==> src/rtl/if_fetch_pkg.sv <==
// if_fetch_pkg: shared constants and types for the instruction-fetch stage.
//   DATA_W        - instruction/address width
//   NOP_INSTR     - bubble instruction, ADD(R31,R31,R31)
//   fetch_state_t - fetch FSM states
package if_fetch_pkg;

    localparam int          DATA_W    = 32;
    localparam logic [31:0] NOP_INSTR = 32'h83FF_F800;

    // FETCH: request on the bus; WAIT: granted, awaiting response;
    // HOLD: response parked while decode stalls; DROP: response to be discarded.
    typedef enum logic [1:0] {
        FETCH = 2'd0,
        WAIT  = 2'd1,
        HOLD  = 2'd2,
        DROP  = 2'd3
    } fetch_state_t;

endpackage

==> src/rtl/if_fetch_ifid_reg.sv <==
// if_fetch_ifid_reg: IF/ID pipeline register; priority reset > flush > stall > load > bubble.
//   i_clk, i_reset     - clock, synchronous active-high reset
//   i_flush            - kill contents (NOP, invalid), overrides stall
//   i_stall            - decode busy, hold contents
//   i_load             - capture i_instr/i_pc4 as a valid instruction
//   i_instr, i_pc4     - incoming instruction and its pc+4
//   o_id, o_id_pc_plus4, o_id_valid - register contents
module if_fetch_ifid_reg
    import if_fetch_pkg::*;
#(
    parameter int                 W   = DATA_W,
    parameter logic [W-1:0]       NOP = NOP_INSTR
) (
    input  logic         i_clk,
    input  logic         i_reset,
    input  logic         i_flush,
    input  logic         i_stall,
    input  logic         i_load,
    input  logic [W-1:0] i_instr,
    input  logic [W-1:0] i_pc4,
    output logic [W-1:0] o_id,
    output logic [W-1:0] o_id_pc_plus4,
    output logic         o_id_valid
);

    logic [W-1:0] r_id;
    logic [W-1:0] r_pc4;
    logic         r_valid;

    // A bubble (no load, no stall) inserts NOP but keeps the last pc+4.
    always_ff @(posedge i_clk) begin
        if (i_reset) begin
            r_id    <= NOP;
            r_pc4   <= '0;
            r_valid <= 1'b0;
        end else if (i_flush) begin
            r_id    <= NOP;
            r_valid <= 1'b0;
        end else if (!i_stall) begin
            r_id    <= i_load ? i_instr : NOP;
            r_pc4   <= i_load ? i_pc4 : r_pc4;
            r_valid <= i_load;
        end
    end

    assign o_id          = r_id;
    assign o_id_pc_plus4 = r_pc4;
    assign o_id_valid    = r_valid;

endmodule

==> src/rtl/if_fetch.sv <==
// if_fetch: instruction-fetch stage between the PC and decode, one outstanding imem request.
//   i_clk, i_reset            - clock, synchronous active-high reset
//   i_ia, i_ia_plus4          - current PC and PC+4 from the PC stage
//   i_flush                   - redirect; kill in-flight fetch and IF/ID contents
//   i_id_stall                - decode cannot accept; IF/ID holds
//   o_imem_req, o_imem_addr   - fetch request and address
//   i_imem_gnt                - request accepted
//   i_imem_rvalid, i_imem_rdata - response
//   o_id, o_id_pc_plus4, o_id_valid - IF/ID register
//   o_pc_stall                - low only when the PC may advance
module if_fetch
    import if_fetch_pkg::*;
#(
    parameter int                 W   = DATA_W,
    parameter logic [W-1:0]       NOP = NOP_INSTR
) (
    input  logic         i_clk,
    input  logic         i_reset,
    input  logic [W-1:0] i_ia,
    input  logic [W-1:0] i_ia_plus4,
    input  logic         i_flush,
    input  logic         i_id_stall,
    output logic         o_imem_req,
    output logic [W-1:0] o_imem_addr,
    input  logic         i_imem_gnt,
    input  logic         i_imem_rvalid,
    input  logic [W-1:0] i_imem_rdata,
    output logic [W-1:0] o_id,
    output logic [W-1:0] o_id_pc_plus4,
    output logic         o_id_valid,
    output logic         o_pc_stall
);

    fetch_state_t r_state;
    fetch_state_t w_next;
    logic [W-1:0] r_req_pc4;
    logic [W-1:0] r_hold_instr;
    logic [W-1:0] r_hold_pc4;
    logic         w_req;
    logic         w_req_acc;
    logic         w_hold_we;
    logic         w_load_ifid;
    logic         w_from_hold;
    logic [W-1:0] w_ld_instr;
    logic [W-1:0] w_ld_pc4;

    always_ff @(posedge i_clk) begin
        if (i_reset) r_state <= FETCH;
        else         r_state <= w_next;
    end

    always_comb begin
        w_next = r_state;
        case (r_state)
            FETCH: w_next = !i_imem_gnt ? FETCH : (i_flush ? DROP : WAIT);
            WAIT:  w_next = i_imem_rvalid ? ((i_flush || !i_id_stall) ? FETCH : HOLD)
                                          : (i_flush ? DROP : WAIT);
            HOLD:  w_next = (i_flush || !i_id_stall) ? FETCH : HOLD;
            DROP:  w_next = i_imem_rvalid ? FETCH : DROP;
            default: w_next = FETCH;
        endcase
    end

    // Reset gates every strobe so nothing launches or loads in the reset cycle.
    always_comb begin
        w_req       = !i_reset && r_state == FETCH;
        w_req_acc   = w_req && i_imem_gnt && !i_flush;
        w_hold_we   = !i_reset && r_state == WAIT && i_imem_rvalid && !i_flush && i_id_stall;
        w_from_hold = r_state == HOLD;
        w_load_ifid = !i_reset && !i_flush && !i_id_stall &&
                      ((r_state == WAIT && i_imem_rvalid) || w_from_hold);
    end

    always_ff @(posedge i_clk) begin
        if (i_reset) begin
            r_req_pc4    <= '0;
            r_hold_instr <= NOP;
            r_hold_pc4   <= '0;
        end else begin
            if (w_req_acc) r_req_pc4 <= i_ia_plus4;
            if (w_hold_we) begin
                r_hold_instr <= i_imem_rdata;
                r_hold_pc4   <= r_req_pc4;
            end
        end
    end

    assign w_ld_instr = w_from_hold ? r_hold_instr : i_imem_rdata;
    assign w_ld_pc4   = w_from_hold ? r_hold_pc4 : r_req_pc4;

    if_fetch_ifid_reg #(.W(W), .NOP(NOP)) u_ifid (
        .i_clk         (i_clk),
        .i_reset       (i_reset),
        .i_flush       (i_flush),
        .i_stall       (i_id_stall),
        .i_load        (w_load_ifid),
        .i_instr       (w_ld_instr),
        .i_pc4         (w_ld_pc4),
        .o_id          (o_id),
        .o_id_pc_plus4 (o_id_pc_plus4),
        .o_id_valid    (o_id_valid)
    );

    assign o_imem_req  = w_req;
    assign o_imem_addr = i_ia;
    // PC advances once per instruction handed to decode, or to take a redirect.
    assign o_pc_stall  = !w_load_ifid && !i_flush;

endmodule

==> config.mk <==
export PLATFORM = sky130hd
export DESIGN_NAME = if_fetch
export DESIGN_NICKNAME = d
export VERILOG_FILES = /design/src/rtl/if_fetch_pkg.sv /design/src/rtl/if_fetch_ifid_reg.sv /design/src/rtl/if_fetch.sv
export SDC_FILE = /design/constraint.sdc
export NUM_CORES = 1
export LEC_CHECK = 0
export BUFFER_PORTS_ARGS = -buffer_cell sky130_fd_sc_hd__buf_2
export CAP_MARGIN = 40
export CORE_ASPECT_RATIO = 0.8
export CORE_MARGIN = 2
export CORE_UTILIZATION = 55
export CTS_BUF_LIST = sky130_fd_sc_hd__clkbuf_8 sky130_fd_sc_hd__clkbuf_16
export DETAILED_ROUTE_END_ITERATION = 7
export HOLD_SLACK_MARGIN = 0.15
export MAX_ROUTING_LAYER = met4
export PLACE_DENSITY_LB_ADDON = 0.2
export SYNTH_ARGS = -nofsm -noshare
export SYNTH_HDL_FRONTEND = slang
export SYNTH_SLANG_ARGS = --single-unit
==> constraint.sdc <==
create_clock -name i_clk -period 3.2 [get_ports i_clk]
set_input_delay 0.16 -clock i_clk [delete_from_list [all_inputs] [get_ports i_clk]]
set_output_delay 0.16 -clock i_clk [all_outputs]
set_load 0.01 [all_outputs]
[Word level (Yosys, flattened, before mapping)]
Cells that the tools add are included.
Word-level totals
  flip-flop bits (word level): 163
  output and inout bits: 99
  input bits: 102
  logic and storage cells: 42
Operators by class
  reduce and logical (&&, ||, !) cells: 21
  equality and inequality tests: 3
  muxes and demuxes: 9
  bitwise gates (word level): 2
Operators with widths (number)
  two-way mux 32 bit: 3
  logical AND 1 bit: 12
  two-way mux 2 bit: 5
  one-hot mux 2 bit (4 select lines): 1
  == test 2 bit (second input constant): 2
  logical NOT 1 bit: 4
  AND reduction 3 bit: 1
  == test 2 x 1 -> 1 bit (second input constant): 1
  logical NOT 2 bit: 1
  logical OR 1 bit: 2
  inverter 1 bit: 2
  OR reduction 2 bit: 1

[Longest topological paths before layout]
  word-level depth: 6
  gate-level depth with buffers: 6
  mapped depth without buffers: 3

[Cells and area by module]
Synthesis repeated with hierarchy kept, for this count alone.
Unflattened totals
  cell total of the unflattened synthesis: 789
  area total of the unflattened synthesis: 7764.9 um^2
Modules (own cells, without submodules)
  if_fetch: times used 1, cells each 503, sequential area each 1961.9 um^2, area each 4912.2 um^2
  if_fetch_ifid_reg: times used 1, cells each 286, sequential area each 1301.2 um^2, area each 2852.7 um^2

[Worst setup path before layout]
No wires, ideal clock.
  path kind: register -> output
  start point: register r_state[0]
  end point: output o_pc_stall
  stages on the path, launching flop included: 7
  arrival: 1.487 ns
  data required time: 3.040 ns
  setup slack: 1.553 ns
  path buffers: 3
  cells stage by stage: dfxtp_1 nand2b_1 buf_2 a2111oi_4 buf_2 buf_2 nor2_1
On the way
  word-level cells in the longest chain between the ends: 6
  elaborated cells on any way between the ends: 7
  classes of those cells: eq/ne: 2; reduce/logical: 5
Ends and longest elaborated chain
  from (decl): RTL line if_fetch.sv:34  | fetch_state_t r_state;
  from (signal assigned): RTL line if_fetch.sv:49  | else r_state <= w_next;
  == test 2 x 1 -> 1 bit: RTL line if_fetch.sv:71  | ((r_state == WAIT && i_imem_rvalid) || w_from_hold);
  logical AND 1 bit: RTL line if_fetch.sv:71
  logical OR 1 bit (*): RTL line if_fetch.sv:71
  logical AND 1 bit (*): RTL line if_fetch.sv:70  | w_load_ifid = !i_reset && !i_flush && !i_id_stall &&
  logical NOT 1 bit (*): RTL line if_fetch.sv:107  | assign o_pc_stall = !w_load_ifid && !i_flush;
  logical AND 1 bit (*): RTL line if_fetch.sv:107
  to (decl): RTL line if_fetch.sv:31  | output logic o_pc_stall
Every way passes the cells marked *; elsewhere a longest branch is shown, timed or not.

[Final worst setup path]
Same ends and word-level chain as after synthesis.

==> impl_metrics.toml <==
[final_layout]
drive_gt1_share_pct = 31.0
fin_util_pct = 71.4
antennaDiodeCount = 0
nNetsFinal = 937
synthToLayoutAreaGrowth_pct = 27.7
finalNonFillerCells = 1000

[cts]
cts.repair.resized = 0
htreeDepth = 4
clk_latency_ns = 0.42
cts.path.max_buffers = 2
cts_tree = "done"
post_cts_buffers = 0
numCtsBuffers = 17
clkTransAtPathRegs_ns = 0.06
cts-root-buf = "clkbuf_16"
cts_num_sinks = 163
cts.hold.buffers_added = 69

[synth]
ys_ff_latch = 163
synth_commonest_cells = "dfxtp_1, a21oi_1, inv_1"
synth.avg_cell_area_um2 = 9.77
netlist_area_um2 = 6720
seq_area_frac_synth_pct = 48.6
synth_top_area_share_pct = 48.6
ys_warn_count = 0
post-synth-top-area-cell = "dfxtp_1"
synth_edf_count = 0
syn_nets = 790
synth.most_common_cell = "dfxtp_1"
synthArstFlopShare_pct = 0
ys_types = 31
synth_ff_type = "dfxtp_1"
netlist_top_cells_area = "dfxtp_1, o221a_2, mux2i_1, mux2_2, a21oi_1"
synthCells = 688

[critical_path]
cp_max_fo = 33
worst_ep_required_time_ns = 3.04
rr_worst_depth = 4
endpoint_kind = "primary output"
crit_type = "reg2out"
r2r_slack_ns = 0.66
start_kind = "register"
arrival_ns = 2.65

[route]
first_pass_iters = 5
first_iter_violations = 435
routed_via_density = 5.54
drc_errors = 0
wl_per_cell_um = 16.8
vias = 5539
antenna_left = 0
drt-total-wl_um = 16800

[power_and_ir_drop]
power_switching_share_pct = 22.9
pwr_density_cell_nw_per_um2 = 536
power_frac_comb_pct = 8.7
power_frac_clock_pct = 45.4
seqPwrFrac_pct = 45.9
ir_drop_mv = 0.531
p_switching_mw = 1.05
power.internal_mw = 3.55
p_leak_nw = 3.67

[sta]
grt_setup_unrepaired = "no"
timing.setup.tns_ns = 0
clock_skew_ns = 0.00621
worstMarginPinSlew_ns = 0.754
timing.hold.ws_ns = 0.320
fmax_ghz = 0.356
hold_viol = 0
post-route-period-util_pct = 87.7
maxSlewViolCount = 0
slew_headroom_pct = 49.7
finalSetupViolCount = 0
fin_crit_ns = 2.81

[job]
max_cap_violations = 0

[global_route]
grt_pass1_vias = 5595
grt_max_degree = 87
grt.total_usage_pct = 27.5
grt_pass1_wl_um = 27400
grt_overflow = 0
antenna_found_initial = 0

[place]
dp_cells = 899
gp_congestion = 0.776
port_buffers = 136
dpl.hpwl_um = 10300

[floorplanning]
coreArea_um2 = 12000
die_w_um = 128
start_util_pct = 55.9
pin_count = 201
rows = 36
dieArea_um2 = 13100
fp.dieH_um = 103

[hold_path]
hold_path_class = "in2out"
min_path_cells = 0

[status]
status = "finished clean"
## power by group through the flow
stage	clock (mW)	combinational, mW	sequential, mW
floorplan	0	0.241	2.15
global placement	0	0.306	2.15
detailed placement	0	0.327	2.16
CTS	2.11	0.396	2.11
global route	2.21	0.434	2.12
finish	2.09	0.398	2.11
## kinds of logic after synthesis
group	share of synthesized area, %
flip-flops	48.6
AO/OA/AOI/OAI	19.4
multiplexers	12.5
AND/OR/NAND/NOR	9.40
buffers and inverters	10.1
## per-stage QoR
stage | total power, mW | area, um2 | setup slack [ns]
after floorplan | 2.39 | 6720 | 1.55
after global placement | 2.46 | 7190 | 0.787
after detailed placement | 2.48 | 7280 | 0.701
after CTS | 4.61 | 8580 | 0.407
after global routing | 4.76 | 8580 | 0.203
final | 4.60 | 8580 | 0.393
## critical path, stage by stage (launching register included)
cell       delay (ns)
dfxtp_1          0.50
nand3b_1         0.54
a2111oi_4        0.53
buf_4            0.43
nor2_1           0.06
buf_2            0.15
## sequential cells by signal, indices dropped and copies added (netlist names)
name	cells
r_state	2
u_ifid.o_id_valid	1
u_ifid.o_id_pc_plus4	32
u_ifid.o_id	32
r_hold_instr	32
r_hold_pc4	32
r_req_pc4	32
## cells in the final DEF, fill, tap and decap left out, drive strengths merged, types with 3 or more instances in the layout
| cell | count |
|---|---|
| dfxtp | 163 |
| buf | 149 |
| dlygate4sd3 | 69 |
| a21oi | 68 |
| inv | 51 |
| o21ai | 51 |
| mux2i | 48 |
| o221a | 45 |
| nand3 | 37 |
| nor2b | 34 |
| mux2 | 32 |
| nor2 | 20 |
| nand2 | 20 |
| clkbuf | 19 |
| a2bb2oi | 16 |
| clkinv | 6 |
| bufinv | 3 |
## metal layers
layer / routed length (um) / vias up / part of all wire, % / global-route usage (%)
li1: - / 2675 / - / -
met5: 0 / - / 0 / -
met4: 327 / 0 / 1.9 / 11.5
met1: 7560 / 2651 / 45 / 33.9
met3: 951 / 45 / 5.6 / 6.12
met2: 8010 / 168 / 48 / 44.0
## layout make-up
class	instances	area, um2
clock buffers	19	453
clock inverters	13	161
fillers	860	3440
inverters	49	184
multi-input cells	386	2800
flip-flops and latches	163	3260
well taps	152	190
repair buffers	218	1530
## path summary, 6_finish.rpt
path | from | end
worst max-delay path | r_state[0] | o_pc_stall
worst min-delay path | i_ia[26] | o_imem_addr[26]
worst max register to register | r_state[0] | u_ifid.o_id[29]
worst min register to register | u_ifid.o_id[3] | u_ifid.o_id[3]
Power figures use the tool's default switching activity.
